===== src/rtl/if_id_fetch_stage.sv =====
// Instruction-fetch stage with IF/ID pipeline register: PC, redirect/flush, stall hold,
// wait-state bubbles and a saturating bubble counter.
module if_id_fetch_stage #(
  parameter logic [31:0] RESET_PC  = 32'h0000_0000,
  parameter logic [31:0] NOP_INSTR = 32'h0000_0000,
  parameter int unsigned CNT_W     = 16
) (
  input  logic             clk,
  input  logic             reset,
  output logic [31:0]      imem_addr,
  output logic             imem_req,
  input  logic [31:0]      imem_rdata,
  input  logic             imem_ready,
  input  logic             stall,
  input  logic             redirect_valid,
  input  logic [31:0]      redirect_target,
  output logic [31:0]      pc_out,
  output logic [31:0]      if_id_instr,
  output logic [31:0]      if_id_pc4,
  output logic             if_id_valid,
  output logic [CNT_W-1:0] bubble_count
);

  typedef enum logic [0:0] {StBoot, StFetch} state_e;

  state_e           state_q, state_d;
  logic [31:0]      pc_q, pc_d;
  logic [31:0]      instr_q, instr_d;
  logic [31:0]      pc4_q, pc4_d;
  logic             valid_q, valid_d;
  logic [CNT_W-1:0] cnt_q, cnt_d;
  logic             bubble;
  logic [31:0]      pc_plus4;

  // Target is forced word aligned, so its low bits never matter.
  logic unused_tgt;
  assign unused_tgt = ^redirect_target[1:0];

  assign pc_plus4  = pc_q + 32'd4;
  assign imem_addr = pc_q;
  assign pc_out    = pc_q;

  always_comb begin
    state_d  = state_q;
    pc_d     = pc_q;
    instr_d  = instr_q;
    pc4_d    = pc4_q;
    valid_d  = valid_q;
    cnt_d    = cnt_q;
    imem_req = 1'b0;
    bubble   = 1'b0;

    unique case (state_q)
      StBoot: begin
        state_d = StFetch;
      end
      StFetch: begin
        imem_req = 1'b1;
        if (redirect_valid) begin
          // Flush wins over stall; any word returned this cycle is dropped.
          pc_d    = {redirect_target[31:2], 2'b00};
          instr_d = NOP_INSTR;
          valid_d = 1'b0;
          bubble  = 1'b1;
        end else if (stall) begin
          // Hold everything; a returned word is refetched later from the same PC.
        end else if (imem_ready) begin
          instr_d = imem_rdata;
          pc4_d   = pc_plus4;
          valid_d = 1'b1;
          pc_d    = pc_plus4;
        end else begin
          instr_d = NOP_INSTR;
          valid_d = 1'b0;
          bubble  = 1'b1;
        end
      end
      default: state_d = StBoot;
    endcase

    if (bubble && (cnt_q != {CNT_W{1'b1}})) begin
      cnt_d = cnt_q + {{(CNT_W-1){1'b0}}, 1'b1};
    end
  end

  always_ff @(posedge clk) begin
    if (!reset) begin
      state_q <= StBoot;
      pc_q    <= RESET_PC;
      instr_q <= NOP_INSTR;
      pc4_q   <= 32'h0000_0000;
      valid_q <= 1'b0;
      cnt_q   <= '0;
    end else begin
      state_q <= state_d;
      pc_q    <= pc_d;
      instr_q <= instr_d;
      pc4_q   <= pc4_d;
      valid_q <= valid_d;
      cnt_q   <= cnt_d;
    end
  end

  assign if_id_instr  = instr_q;
  assign if_id_pc4    = pc4_q;
  assign if_id_valid  = valid_q;
  assign bubble_count = cnt_q;

endmodule

===== config.mk =====
export PLATFORM = sky130hd
export DESIGN_NAME = if_id_fetch_stage
export DESIGN_NICKNAME = d
export VERILOG_FILES = /design/src/rtl/if_id_fetch_stage.sv
export SDC_FILE = /design/constraint.sdc
export NUM_CORES = 1
export LEC_CHECK = 0
export CELL_PAD_IN_SITES_DETAIL_PLACEMENT = 2
export CELL_PAD_IN_SITES_GLOBAL_PLACEMENT = 2
export CORE_UTILIZATION = 26
export DETAILED_ROUTE_END_ITERATION = 10
export MAX_ROUTING_LAYER = met4
export PLACE_DENSITY_LB_ADDON = 0.3
export SLEW_MARGIN = 10
export SYNTH_ARGS = -nofsm -noshare
export SYNTH_HDL_FRONTEND = slang
export SYNTH_SLANG_ARGS = --single-unit

===== constraint.sdc =====
create_clock -name clk -period 5 [get_ports clk]
set_input_delay 0.75 -clock clk [delete_from_list [all_inputs] [get_ports clk]]
set_output_delay 0.75 -clock clk [all_outputs]
set_load 0.1 [all_outputs]

==> metrics, run 1 <==
post-synthesis mux area share=between 1 and 1.5%; area of the multi-input gates=~2700 sq um; vias in the first global route=6152; Fmax=318 MHz; Fin. Hold Viols=0; CTS Buffer Depth=2; Final Hold Slack=0.461 ns; clk root buf=clkbuf_16; post-DP HPWL=around 15000 um; Via Count=~5600; critical path's largest stage delay=1.30 ns; largest family of logic cells by synthesized area=compound AO/OA/AOI/OAI gates; # DRC=0; grt total ovfl=0; H-tree level count=3; Cell Int Power=around 1.4 mW; Crit path depth=1; Syn Inst Count=around 670; Die ar.=approximately 21000 sq um; arrival time worst endpoint=roughly 2.4 ns; Core ar.=between 20000 and 25000 sq um; Layout area overhead=42.3%; M1 GR Usage=22.6%; Rows=between 50 and 60; Die Span X=roughly 150 um; Async SR Flop Fraction=0%; DRT Wirelength=approximately 21000 um; CP startpoint kind=flop; net switching power=0.908 mW; most frequent cell after synthesis=dfxtp_1; Clock power frac=30.6%; # clock sinks=110; min-delay worst type=flop to flop; WS Path Type=flop to output pin; critical-path cell list=clkdlybuf4s50_1; Worst path slowest cell=clkdlybuf4s50_1; port buffer count=approximately 200; Top FF cell, synth=dfxtp_1; endpoint class of the critical path=output pin; M3 GR Usage=under 10%; Slew Viols, Final=0; total I/O pin count=between 200 and 250; initial core utilization=roughly a quarter; Detail Route Antenna Nets=0; fin nets=between 800 and 900; Placed Instances=1072; # fillers=2301; cts bufs inserted=9; gr usage total=20.2%; largest net degree at the start of global routing=59; Post-Syn Area=between 5000 and 6000 sq um; sequential share of power=about two fifths; Initial DRT Pass Iterations=4; fin cells=~1100; Worst EP required=4.25 ns; register bit count reported by yosys=between 100 and 150; CP Launch Point=state_q$_DFF_P_; final period utilization=between 60 and 70%; status=completed; first-pass GRT wire length=roughly 33000 um; Adder-Cell Fraction of Synth Area=0.463%; worst relative slew slack=24.5%; Clock Latency Late Sink=between 0.3 and 0.4 ns; Yosys top cell by area=dfxtp_1; CP max FO=16; RSZ-0062 raised after global routing=false; Combinational Power Share=~28%; min cycle time layout=roughly 3.1 ns; Max VDD drop=about 0.14 mV; WL per Instance=around 19 um; count of unique library cells instantiated by Yosys=56; crit-path leading delay family=buffers and inverters; Die Y=between 100 and 150 um; P_leak=2.52 nW; top post-synthesis cells by count=110 x dfxtp_1, 63 x a21oi_1, 60 x nand2_1; Synth top area share=a little over 40%; antenna cells=0; crit path to=imem_req; Top Usage Layer GRT=met2; CTS tree=built; Buf/Inv on CP=1; Post-CTS Hold Fix Bufs=0; iteration-0 DRC count of the detailed router=~120; dpl ws=approximately 1.7 ns; Register Area=2200 sq um; Synth Area in Simple Gates=between 20% and 30%; post-synthesis compound-gate area fraction=approximately 22%; ranking of synthesized cells by area=dfxtp_1 41%, a21oi_1 5.8%, buf_4 5.0%; post-synthesis xor/xnor area fraction=4.53%; GP Congestion=0.807; Register-to-Register Setup Slack=around 2.4 ns; Worst Reg-to-Reg Cells=5; Reg2Reg Launch Point=state_q$_DFF_P_; fraction of layout cells with a size suffix above 1=4.52%; P per Cell Area=roughly 300 nW/um^2; M2 GR Usage=about 36%; Final Skew=0.00994 ns; final setup fails=0; post-cts sizing count=0; Reg clk slew, reported paths=0.08 ns; setup TNS=0 ns; mean post-synth cell area=~8.0 sq um; DR vias/cell=a little over 5; number of warnings issued by yosys=0; Post-synth EDFFs=0; reg2reg end=bubble_count[14]$_SDFFE_PN0P_; Seq/Total Area, Yosys=between 40% and 50%; fin worst setup slack=around 1.9 ns; end-of-flow core utilization=between 30% and 40%; post-CTS setup buffers=0; max_cap viols=0; worst slew pin tran=~1.1 ns; sw frac=a little under 40%; antenna violations before repair=0
[metal layers]
metal | vias up | routed length (um)
met5 | - | 0
met4 | 0 | 442
met3 | 28 | 791
met2 | 132 | 10900
met1 | 2783 | 8870
li1 | 2655 | -
[how the worst min path moves through the flow]
stage	startpoint	to	slack (ns)	depth (start not counted)
6_report	if_id_instr[0]$_SDFFE_PN0P_	if_id_instr[0]$_SDFFE_PN0P_	0.46	2
5_1_grt	if_id_instr[0]$_SDFFE_PN0P_	if_id_instr[0]$_SDFFE_PN0P_	0.49	2
4_1_cts	if_id_valid$_SDFFE_PN0P_	if_id_valid$_SDFFE_PN0P_	0.47	2
3_5_place_dp	if_id_valid$_SDFFE_PN0P_	if_id_valid$_SDFFE_PN0P_	0.45	2
3_3_place_gp	if_id_instr[9]$_SDFFE_PN0P_	if_id_instr[9]$_SDFFE_PN0P_	0.44	2
2_1_floorplan	reset	state_q$_DFF_P_	0.78	0
[final cells by class]
type                    instances  share of cell area [%]
clock inverters                 7                   0.715
repair buffers                215                    27.6
flip-flops and latches        110                    28.6
inverters                      10                   0.488
well taps                     270                    4.39
clock buffers                   9                    2.93
multi-input cells             467                    35.3
[layout by cell type (no fill, tap or decap), types with 17 or more instances in the layout]
cell,count
nand4_1,17
nand2_1,60
nor2_1,58
clkdlybuf4s50_1,205
nand3_1,33
a21oi_1,63
a22oi_1,23
o21ai_0,49
dfxtp_1,110
[flip-flops by register name, indices dropped and copies added (netlist names)]
signal,flops
imem_addr,30
if_id_valid,1
state_q,1
bubble_count,16
if_id_pc4,30
if_id_instr,32
[cells by family (layout without fill, tap and decap cells)]
family	Yosys count	count (layout)
and+or+nand+nor	229	229
AOI/OAI and AO/OA	196	196
DFF	110	110
buffers and inverters	102	241
xor gates and xnor gates	28	28
muxes	6	6
adders and majority gates	2	2
other	1	6
[per-stage QoR]
stage	cell area (sq um)	power [mW]
finish	7700	2.33
global route	7700	2.43
CTS	7700	2.37
detailed placement	7420	1.64
global placement	7420	1.63
floorplan	5430	1.47
[power by group through the flow]
stage / clock [mW] / combinational (mW) / sequential [mW]
finish: 0.714 / 0.661 / 0.960
global route: 0.778 / 0.688 / 0.967
CTS: 0.741 / 0.667 / 0.961
detailed placement: 0 / 0.664 / 0.981
global placement: 0 / 0.653 / 0.978
floorplan: 0 / 0.253 / 1.21
Note: power is estimated with default switching activity, not from simulation.
==> run 2, diff against run 1 <==
- CORE_UTILIZATION: 26 -> 24
- clock period: 5 -> 3.2 ns (I/O delays scaled with it)
==> metrics, run 2 (synthesized netlist as in run 1, its figures left out) <==
clk root buf=clkbuf_16; CTS tree=built; M2 GR Usage=between 30% and 40%; final period utilization=about three quarters; critical-path cell list=nand3_2, nor4_2, nand4_1, a221oi_1, a211oi_1; GP Congestion=around 0.77; critical path's largest stage delay=~0.76 ns; Buf/Inv on CP=0; post-CTS setup buffers=0; endpoint class of the critical path=flop; CP startpoint kind=flop; grt total ovfl=0; worst relative slew slack=between 20% and 30%; Die Y=between 150 and 200 um; Worst EP required=approximately 3.4 ns; Tot Pwr=just under 4 mW; first-pass GRT wire length=~34000 um; CTS Buffer Depth=2; Slew Viols, Final=0; Initial DRT Pass Iterations=9; fin nets=between 800 and 900; Fin. Hold Viols=0; CP max FO=9; Top Usage Layer GRT=met2; Final Skew=0.00842 ns; fin cells=1106; antenna violations before repair=0; cts bufs inserted=9; most frequent cells in the layout=122 x buf_4, 110 x dfxtp_1, 98 x clkdlybuf4s50_1; Die Span X=between 150 and 200 um; post-cts sizing count=0; Post-CTS Hold Fix Bufs=0; Layout area overhead=40.3%; max reg flops=32; WL per Instance=between 15 and 20 um; WS Path Type=flop to flop; Rows=54; dpl ws=between 0.5 and 0.6 ns; Register-to-Register Setup Slack=about 0.74 ns; iteration-0 DRC count of the detailed router=215; Final Hold Slack=roughly 0.46 ns; # clock sinks=110; max_cap viols=0; Die ar.=23100 sq um; Core ar.=approximately 22000 sq um; fin worst setup slack=about 0.74 ns; Fmax=~410 MHz; H-tree level count=3; P_leak=between 2 and 3 nW; Worst path slowest cell=nor4_2; DR vias/cell=roughly 5.1; end-of-flow core utilization=between 30% and 40%; arrival time worst endpoint=~2.7 ns; setup TNS=0 ns; crit-path leading delay family=simple AND/OR/NAND/NOR gates; min-delay worst type=flop to flop; Clock Latency Late Sink=0.36 ns; final setup fails=0; DRT Wirelength=between 20000 and 25000 um; # fillers=2461; worst slew pin tran=1.05 ns; port buffer count=206; fraction of layout cells with a size suffix above 1=a little under a fifth; M3 GR Usage=2.84%; dpl cell area=just over 7000 sq um; M1 GR Usage=22.1%; Max VDD drop=roughly 0.26 mV; largest net degree at the start of global routing=just under 50; status=finished, violations left; P per Cell Area=approximately 510 nW/um^2; leading cell type in the layout, fill and taps excluded=buf_4; Reg clk slew, reported paths=around 0.080 ns; Via Count=between 5000 and 6000; failing checks=DRC; post-route cell area=between 7000 and 8000 sq um; Placed Instances=between 1000 and 1500; Detail Route Antenna Nets=0; initial core utilization=about 25%; post-DP HPWL=between 15000 and 20000 um; antenna cells=0; min cycle time layout=between 2 and 2.5 ns; # DRC=26; total I/O pin count=about 220; RSZ-0062 raised after global routing=false; vias in the first global route=roughly 6000; gr usage total=roughly a fifth
[run 2: tightest hold or removal path, stage by stage, from the launching register on]
cell and delay (ns):
dfxtp_1 0.31, nand2_1 0.05, a21oi_1 0.05
[run 2: layout make-up]
type                            instances  area (sq um)  share of cell area [%]
Clock buffer                           10           229                    3.02
Clock inverter                          6           116                    1.53
Inverter                               10          37.5                   0.494
Multi-Input combinational cell        467          2710                    35.8
Sequential cell                       110          2200                    29.0
Tap cell                              280           350                    4.62
Timing Repair Buffer                  223          1940                    25.6
[run 2: final timing paths]
| check | cells after the start | end | startpoint |
|---|---|---|---|
| hold reg to reg | 2 | if_id_valid$_SDFFE_PN0P_ | if_id_valid$_SDFFE_PN0P_ |
| setup / recovery | 5 | imem_addr[31]$_SDFFE_PN0P_ | imem_addr[5]$_SDFFE_PN0P_ |
| setup reg to reg | 5 | imem_addr[31]$_SDFFE_PN0P_ | imem_addr[5]$_SDFFE_PN0P_ |
| hold / removal | 2 | if_id_valid$_SDFFE_PN0P_ | if_id_valid$_SDFFE_PN0P_ |
[run 2: power breakdown]
part / internal (mW) / switching, mW
logic: 0.253 / 0.782
registers: 1.42 / 0.0690
clock network: 0.775 / 0.570
total: 2.45 / 1.42
[run 2: routing by layer]
layer  wire [um]  part of all wire, %
met2       10900                   51
met4         364                  1.7
met5           0                    0
met1        9230                   43
met3         831                  3.9
